--- src/rtl/serial_subtractor.sv ---
// Bit-serial unsigned subtractor: A - B one bit per clock, LSB first, with a registered borrow.
// Optional macro SERIAL_SUB_SAT_EN clamps diff to 0 when the final borrow is set.
module serial_subtractor #(
  parameter  int WIDTH = 3,
  localparam int CNT_W = $clog2(WIDTH + 1)
) (
  input  logic             clk,
  input  logic             rst_n,
  input  logic             in_valid,
  output logic             in_ready,
  input  logic [WIDTH-1:0] a,
  input  logic [WIDTH-1:0] b,
  output logic             out_valid,
  input  logic             out_ready,
  output logic [WIDTH-1:0] diff,
  output logic             borrow_out,
  output logic             busy
);

  typedef enum logic [1:0] {
    S_IDLE = 2'd0,
    S_RUN  = 2'd1,
    S_DONE = 2'd2
  } state_t;

  state_t             r_state;
  state_t             w_state_nxt;
  logic [WIDTH-1:0]   r_a;
  logic [WIDTH-1:0]   r_b;
  logic               r_br;
  logic [CNT_W-1:0]   r_cnt;
  logic [WIDTH-1:0]   r_diff;
  logic               r_bor;

  logic               w_accept;
  logic               w_last;
  logic               w_d;
  logic               w_br_nxt;
  logic [WIDTH-1:0]   w_res_nxt;
  logic [WIDTH-1:0]   w_diff_fin;

  // Single full-subtractor cell on the current LSBs.
  assign w_d      = r_a[0] ^ r_b[0] ^ r_br;
  assign w_br_nxt = (~r_a[0] & r_b[0]) | (~(r_a[0] ^ r_b[0]) & r_br);

  // The minuend register doubles as the result register: each difference bit
  // enters at the MSB as the consumed minuend bit leaves at the LSB.
  assign w_res_nxt = {w_d, r_a[WIDTH-1:1]};

  assign w_accept = in_valid && (r_state == S_IDLE);
  assign w_last   = (r_state == S_RUN) && (r_cnt == CNT_W'(WIDTH - 1));

`ifdef SERIAL_SUB_SAT_EN
  assign w_diff_fin = w_br_nxt ? '0 : w_res_nxt;
`else
  assign w_diff_fin = w_res_nxt;
`endif

  always_ff @(posedge clk or negedge rst_n) begin
    if (!rst_n) begin
      r_state <= S_IDLE;
    end else begin
      r_state <= w_state_nxt;
    end
  end

  always_comb begin
    w_state_nxt = r_state;
    in_ready    = 1'b0;
    out_valid   = 1'b0;
    busy        = 1'b0;
    case (r_state)
      S_IDLE: begin
        in_ready = 1'b1;
        if (in_valid) begin
          w_state_nxt = S_RUN;
        end
      end
      S_RUN: begin
        busy = 1'b1;
        if (w_last) begin
          w_state_nxt = S_DONE;
        end
      end
      S_DONE: begin
        busy      = 1'b1;
        out_valid = 1'b1;
        if (out_ready) begin
          w_state_nxt = S_IDLE;
        end
      end
      default: begin
        w_state_nxt = S_IDLE;
      end
    endcase
  end

  always_ff @(posedge clk or negedge rst_n) begin
    if (!rst_n) begin
      r_a    <= '0;
      r_b    <= '0;
      r_br   <= 1'b0;
      r_cnt  <= '0;
      r_diff <= '0;
      r_bor  <= 1'b0;
    end else if (w_accept) begin
      r_a   <= a;
      r_b   <= b;
      r_br  <= 1'b0;
      r_cnt <= '0;
    end else if (r_state == S_RUN) begin
      r_a   <= w_res_nxt;
      r_b   <= r_b >> 1;
      r_br  <= w_br_nxt;
      r_cnt <= r_cnt + CNT_W'(1);
      // diff/borrow_out only change on entry to DONE and hold until the next one.
      if (w_last) begin
        r_diff <= w_diff_fin;
        r_bor  <= w_br_nxt;
      end
    end
  end

  assign diff       = r_diff;
  assign borrow_out = r_bor;

endmodule
--- config.mk ---
export PLATFORM = sky130hd
export DESIGN_NAME = serial_subtractor
export DESIGN_NICKNAME = d
export VERILOG_FILES = /design/src/rtl/serial_subtractor.sv
export SDC_FILE = /design/constraint.sdc
export NUM_CORES = 1
export LEC_CHECK = 0
export CORE_MARGIN = 8
export CORE_UTILIZATION = 47
export CTS_BUF_LIST = sky130_fd_sc_hd__clkbuf_16
export DETAILED_ROUTE_END_ITERATION = 7
export PLACE_DENSITY = 0.75
export SLEW_MARGIN = 20
export SYNTH_ARGS = -nofsm -noshare
export SYNTH_HDL_FRONTEND = slang
export SYNTH_SLANG_ARGS = --single-unit
--- constraint.sdc ---
create_clock -name clk -period 2.1 [get_ports clk]
set_clock_uncertainty 0.15 [all_clocks]
set_input_delay 0.525 -clock clk [delete_from_list [all_inputs] [get_ports clk]]
set_output_delay 0.525 -clock clk [all_outputs]
set_load 0.03 [all_outputs]
==> results.cfg, run 1 <==
[global_routing]
gr-usage-met2_pct = 13.6
grt.overflow.total = 0
grt_pass1_wl_um = 2330
first_global_vias = 563
met3_usage_pct = 4.34
antenna_found_initial = 0
grt_util_met1_pct = 10.0
grt_busiest_layer = met2
grt_use_total_pct = 8.87
grt_max_degree = 16

[timing]
setup_tns_ns = 0
rsz0062_at_grt = false
period_minus_slack_ns = 2.03
tightest_slew_ns = 0.386
hold_violations = 0
min_period_over_period_pct = 96.6
drv_slew = 0
max_freq_ghz = 0.493
final-setup-viol-count = 0
relSlewSlack_pct = 74.3
whs_ns = 0.355

[routing]
num_vias = 528
post_drt_wl_per_cell_um = 12.7
first_pass_iters = 5
wl_um = 1320
ant_nets = 0
routed_via_density = 5.08
drtIter0Drc = 8
drc_errors = 0

[synthesis]
synth_fa_ha_area_share_pct = 11.0
ys_seq_area_share_pct = 49.9
synthMuxAreaShare_pct = 18.3
avgSynthCellArea_sq_um = 11.1
ys_types = 16
synth_top_family_by_area = multiplexers
yosys_warnings = 0
ys_seq_elements = 15
synth_compound_area_share_pct = 5.32
synth_xor_area_share_pct = 1.16
synth-simple-area-share_pct = 7.49
netlist_area_sq_um = 752
syn_nets = 84
netlist_instances = 68

[clock_network]
htree_num_levels = 1
numCtsBuffers = 3
cts_buffer_depth = 2
clock-root-buffer = clkbuf_16
insertion_delay_ns = 0.24
numClockSinks = 15
cts_hold_buf = 0
clkTransAtPathRegs_ns = 0.04
cts_tree = built

[placement]
hpwl_um = 1010
gp_congestion = 0.768
port_buffers = 16

[worst_hold_path]
min_path_cells = 1
min_path_type = register to register
min_from = borrow_out
whs_endpoint = borrow_out

[layout]
final_common_cell = dfrtp_1
nets = 105
layout_common_cells = dfrtp_1, clkdlybuf4s50_1, inv_1
drive_gt1_share_pct = 14.8
area_growth_pct = 35.1
multi_input_area_sq_um = 325
fill_cells = 124
final-seq-area_sq_um = 375
final_util_pct = 67.4
diodes = 0

[pwr]
total_power_w = 0.00165
power_density_nw_per_um2 = 1630
irDropWorstVdd_uv = 817
p_leak_nw = 0.489

[critical_path]
crit_chain = inv_1 > ha_1 > dlygate4sd2_1
r2r_start = r_state[1]
r2r_cells = 4
path_class = register to primary output
crit_buf_inv = 2
critPathCaptureType = primary output
cpMaxStageDelayCell = dlygate4sd2_1
arrival_ns = 1.35
ff2ff_setup_slack_ns = 0.37
critPathMaxFanout = 3
startpoint_type = register
crit_family = buffers and inverters
required_ns = 1.42
slowest_delay_ns = 0.39
reg2reg_to = r_state[1]

[floorplan]
dieArea_sq_um = 3140
ios = 17
dieHeight_um = 56
die_x_um = 56
start_util_pct = 49.9
row_count = 14
core_area_sq_um = 1510

[run_status]
status = finished clean

[job]
maxCapViolations = 0
report_power, final:
part	switching [W]	internal, W
clock	0.000104	0.000251
combinational	0.000426	0.000362
sequential	0.0000817	0.000427
total	0.000612	0.00104
how the worst max path moves through the flow:
stage / startpoint / endpoint / cells past startpoint
after floorplan: r_state[0] / borrow_out / 6
after global placement: out_ready / r_state[0] / 4
after detailed placement: r_state[0] / busy / 3
after CTS: r_state[0] / busy / 3
after global routing: r_state[0] / in_ready / 3
final: r_state[0] / busy / 3
cell usage after synthesis:
cell type   n  area share (%)
mux2_2      6             9.0
buf_2       2             1.3
mux2i_1     7             9.3
ha_1        5             8.3
nor2_2      1            0.83
dfrtp_1    15              50
o21ai_0     6             4.0
nand2_1     7             3.5
fa_1        1             2.7
and2_1      1            0.83
xnor2_1     1             1.2
a222oi_1    1             1.3
nor2_1      3             1.5
inv_1      10             5.0
nand2b_1    1            0.83
clkbuf_1    1            0.50
stage by stage:
step	std cells	worst slack (ns)	cell area, sq um
after floorplan	68	0.231	752
after global placement	100	0.0502	941
after detailed placement	100	0.0351	941
after CTS	104	0.0455	1020
after global routing	104	0.00587	1020
final	104	0.0710	1020
area by class of cell:
class | count | share of cell area, %
Clock buffer | 3 | 7.39
Clock inverter | 1 | 0.369
Sequential cell | 15 | 36.9
Multi-Input combinational cell | 40 | 32.0
Inverter | 10 | 3.69
Tap cell | 16 | 1.97
Timing Repair Buffer | 19 | 17.6
cells by family (layout without fill, tap and decap cells):
kind of cell,after synthesis,count (layout)
flops,15,15
compound gates,7,7
simple gates,13,13
mux,13,13
fa+ha+maj,6,6
buf+inv,13,33
xor+xnor,1,1
timing repair:
item,in CTS,in global routing
endpoints found under the setup margin,3,0
setup buffers,0,0
gates resized for setup,3,0
layer usage:
| layer | vias to the layer above | part of all wire [%] | routed length [um] |
|---|---|---|---|
| met5 | - | 0 | 0 |
| met4 | 0 | 2.3 | 30 |
| met3 | 5 | 6.4 | 85 |
| met2 | 14 | 46 | 607 |
| met1 | 251 | 45 | 595 |
| li1 | 258 | - | - |
registers in the layout (all words and copies together), names as in the netlist:
| register | count |
|---|---|
| r_br | 1 |
| diff | 3 |
| r_cnt | 2 |
| r_state | 2 |
| borrow_out | 1 |
| r_b | 3 |
| r_a | 3 |
worst reg2reg max path: cells and delay by family, from the launching register on:
kind,cells,cell delay (ns)
compound gates,1,0.42
flops,1,0.36
fa+ha+maj,1,0.23
mux,1,0.38
buf+inv,1,0.08
(Power assumes the default switching activity.)
==> inputs of run 2 (changes only) <==
--- a/config.mk
+++ b/config.mk
@@ -7,7 +7,6 @@
 export LEC_CHECK = 0
 export CORE_MARGIN = 8
 export CORE_UTILIZATION = 47
-export CTS_BUF_LIST = sky130_fd_sc_hd__clkbuf_16
 export DETAILED_ROUTE_END_ITERATION = 7
 export PLACE_DENSITY = 0.75
 export SLEW_MARGIN = 20
==> run 2 against run 1 <==
Against the previous run:
- register-to-register slack about the same
- worst setup slack gained 0.030 ns
- via count fell by 1.1%
- critical path type unchanged
- critical endpoint is now out_valid
- largest cell class unchanged
==> results.cfg, run 2 (synthesis gave the netlist of run 1 again) <==
[run_status]
status = finished clean

[pwr]
combPwrFrac_pct = 54.3
switching_share_pct = 40.8
power.internal_w = 0.000857
p_clk_share_pct = 10.9
power_density_nw_per_um2 = 1510
p_leak_nw = 0.456
total_power_w = 0.00145
p_seq_share_pct = 34.9
p_sw_w = 0.000591
irDropWorstVdd_uv = 658

[routing]
ant_nets = 0
routed_via_density = 5.02
wl_um = 1270
post_drt_wl_per_cell_um = 12.3
drc_errors = 0
drtIter0Drc = 5
first_pass_iters = 4
num_vias = 522

[layout]
nets = 105
layout_common_cells = dfrtp_1, clkdlybuf4s50_1, inv_1
area_growth_pct = 27.3
drive_gt1_share_pct = 17.0
diodes = 0
final_common_cell = dfrtp_1

[critical_path]
arrival_ns = 1.32
required_ns = 1.42
critPathCaptureType = primary output
startpoint_type = register
critPathMaxFanout = 3
path_class = register to primary output

[job]
maxCapViolations = 0

[global_routing]
grt_pass1_wl_um = 2270
grt_use_total_pct = 8.73
grt_max_degree = 16
first_global_vias = 551
antenna_found_initial = 0
grt.overflow.total = 0

[floorplan]
row_count = 14
start_util_pct = 49.9
dieArea_sq_um = 3140
core_area_sq_um = 1510
dieHeight_um = 56
ios = 17
die_x_um = 56

[timing]
rsz0062_at_grt = false
relSlewSlack_pct = 74.3
min_period_over_period_pct = 95.2
setup_tns_ns = 0
tightest_slew_ns = 0.386
hold_violations = 0
period_minus_slack_ns = 2.00
max_freq_ghz = 0.500
final-setup-viol-count = 0
drv_slew = 0

[clock_network]
insertion_delay_ns = 0.27
clock-root-buffer = clkbuf_4
cts_tree = built
numClockSinks = 15
clkTransAtPathRegs_ns = 0.08
cts_setup_buffers = 0
numCtsBuffers = 3
cts_hold_buf = 0
cts_buffer_depth = 2
htree_num_levels = 1

[placement]
port_buffers = 16
hpwl_um = 1010
gp_congestion = 0.768

[worst_hold_path]
min_path_type = register to register
[run 2: stage by stage]
step	hold WS [ns]	util [%]	worst slack, ns	instance area, sq um	instances
3_5_place_dp	0.347	62.5	0.0351	941	100
4_1_cts	0.367	64.1	0.0214	966	104
2_1_floorplan	0.0794	-	0.231	752	68
6_report	0.365	63.5	0.101	957	104
5_1_grt	0.396	63.5	0.0168	957	104
3_3_place_gp	0.342	62.5	0.0502	941	100
[run 2: power groups by stage]
stage	combinational, W	clock (W)	sequential [W]
floorplan	0.000520	0	0.000563
global placement	0.000810	0	0.000505
detailed placement	0.000831	0	0.000511
CTS	0.000815	0.000164	0.000505
global route	0.000871	0.000179	0.000520
finish	0.000785	0.000157	0.000505
[run 2: what timing repair did]
| action | CTS | global route |
|---|---|---|
| hold endpoints to repair | 0 | 0 |
| gates resized for setup | 5 | 3 |
| setup endpoints to repair | 3 | 3 |
[run 2: path summary, 6_finish.rpt]
| path | slack, ns | end | depth (start not counted) | start |
|---|---|---|---|---|
| max in group asynchronous | 1.23 | diff[1] | 2 | rst_n |
| min | 0.37 | diff[1] | 1 | diff[1] |
| max reg2reg | 0.37 | r_state[1] | 4 | r_state[1] |
| min in group asynchronous | 0.40 | r_cnt[0] | 2 | rst_n |
| max | 0.10 | out_valid | 3 | r_state[0] |
| min reg2reg | 0.37 | diff[1] | 1 | diff[1] |
[run 2: cell type report]
class / count / area, sq um
Clock buffer: 4 / 26.3
Inverter: 10 / 37.5
Timing Repair Buffer: 19 / 173
Fill cell: 128 / 549
Multi-Input combinational cell: 40 / 325
Tap cell: 16 / 20.0
Sequential cell: 15 / 375
[run 2: metal layers]
metal | up-vias | track usage, % | wire, um
met3 | 4 | 2.97 | 68
met1 | 245 | 10.0 | 587
li1 | 260 | - | -
met2 | 13 | 13.2 | 582
met5 | - | 0 | 0
met4 | 0 | 6.19 | 36
[run 2: critical path, stage by stage, from the launching register on]
cell and delay (ns):
dfrtp_1 0.40, inv_1 0.11, ha_1 0.17, clkdlybuf4s15_1 0.37
==> inputs of run 3 (changes only) <==
--- a/config.mk
+++ b/config.mk
@@ -8,6 +8,7 @@
 export CORE_MARGIN = 8
 export CORE_UTILIZATION = 47
 export DETAILED_ROUTE_END_ITERATION = 7
+export GPL_TIMING_DRIVEN = 1
 export PLACE_DENSITY = 0.75
 export SLEW_MARGIN = 20
 export SYNTH_ARGS = -nofsm -noshare
==> results of run 3 <==
No change in the layout: final DEF, timing and power equal those of run 2.
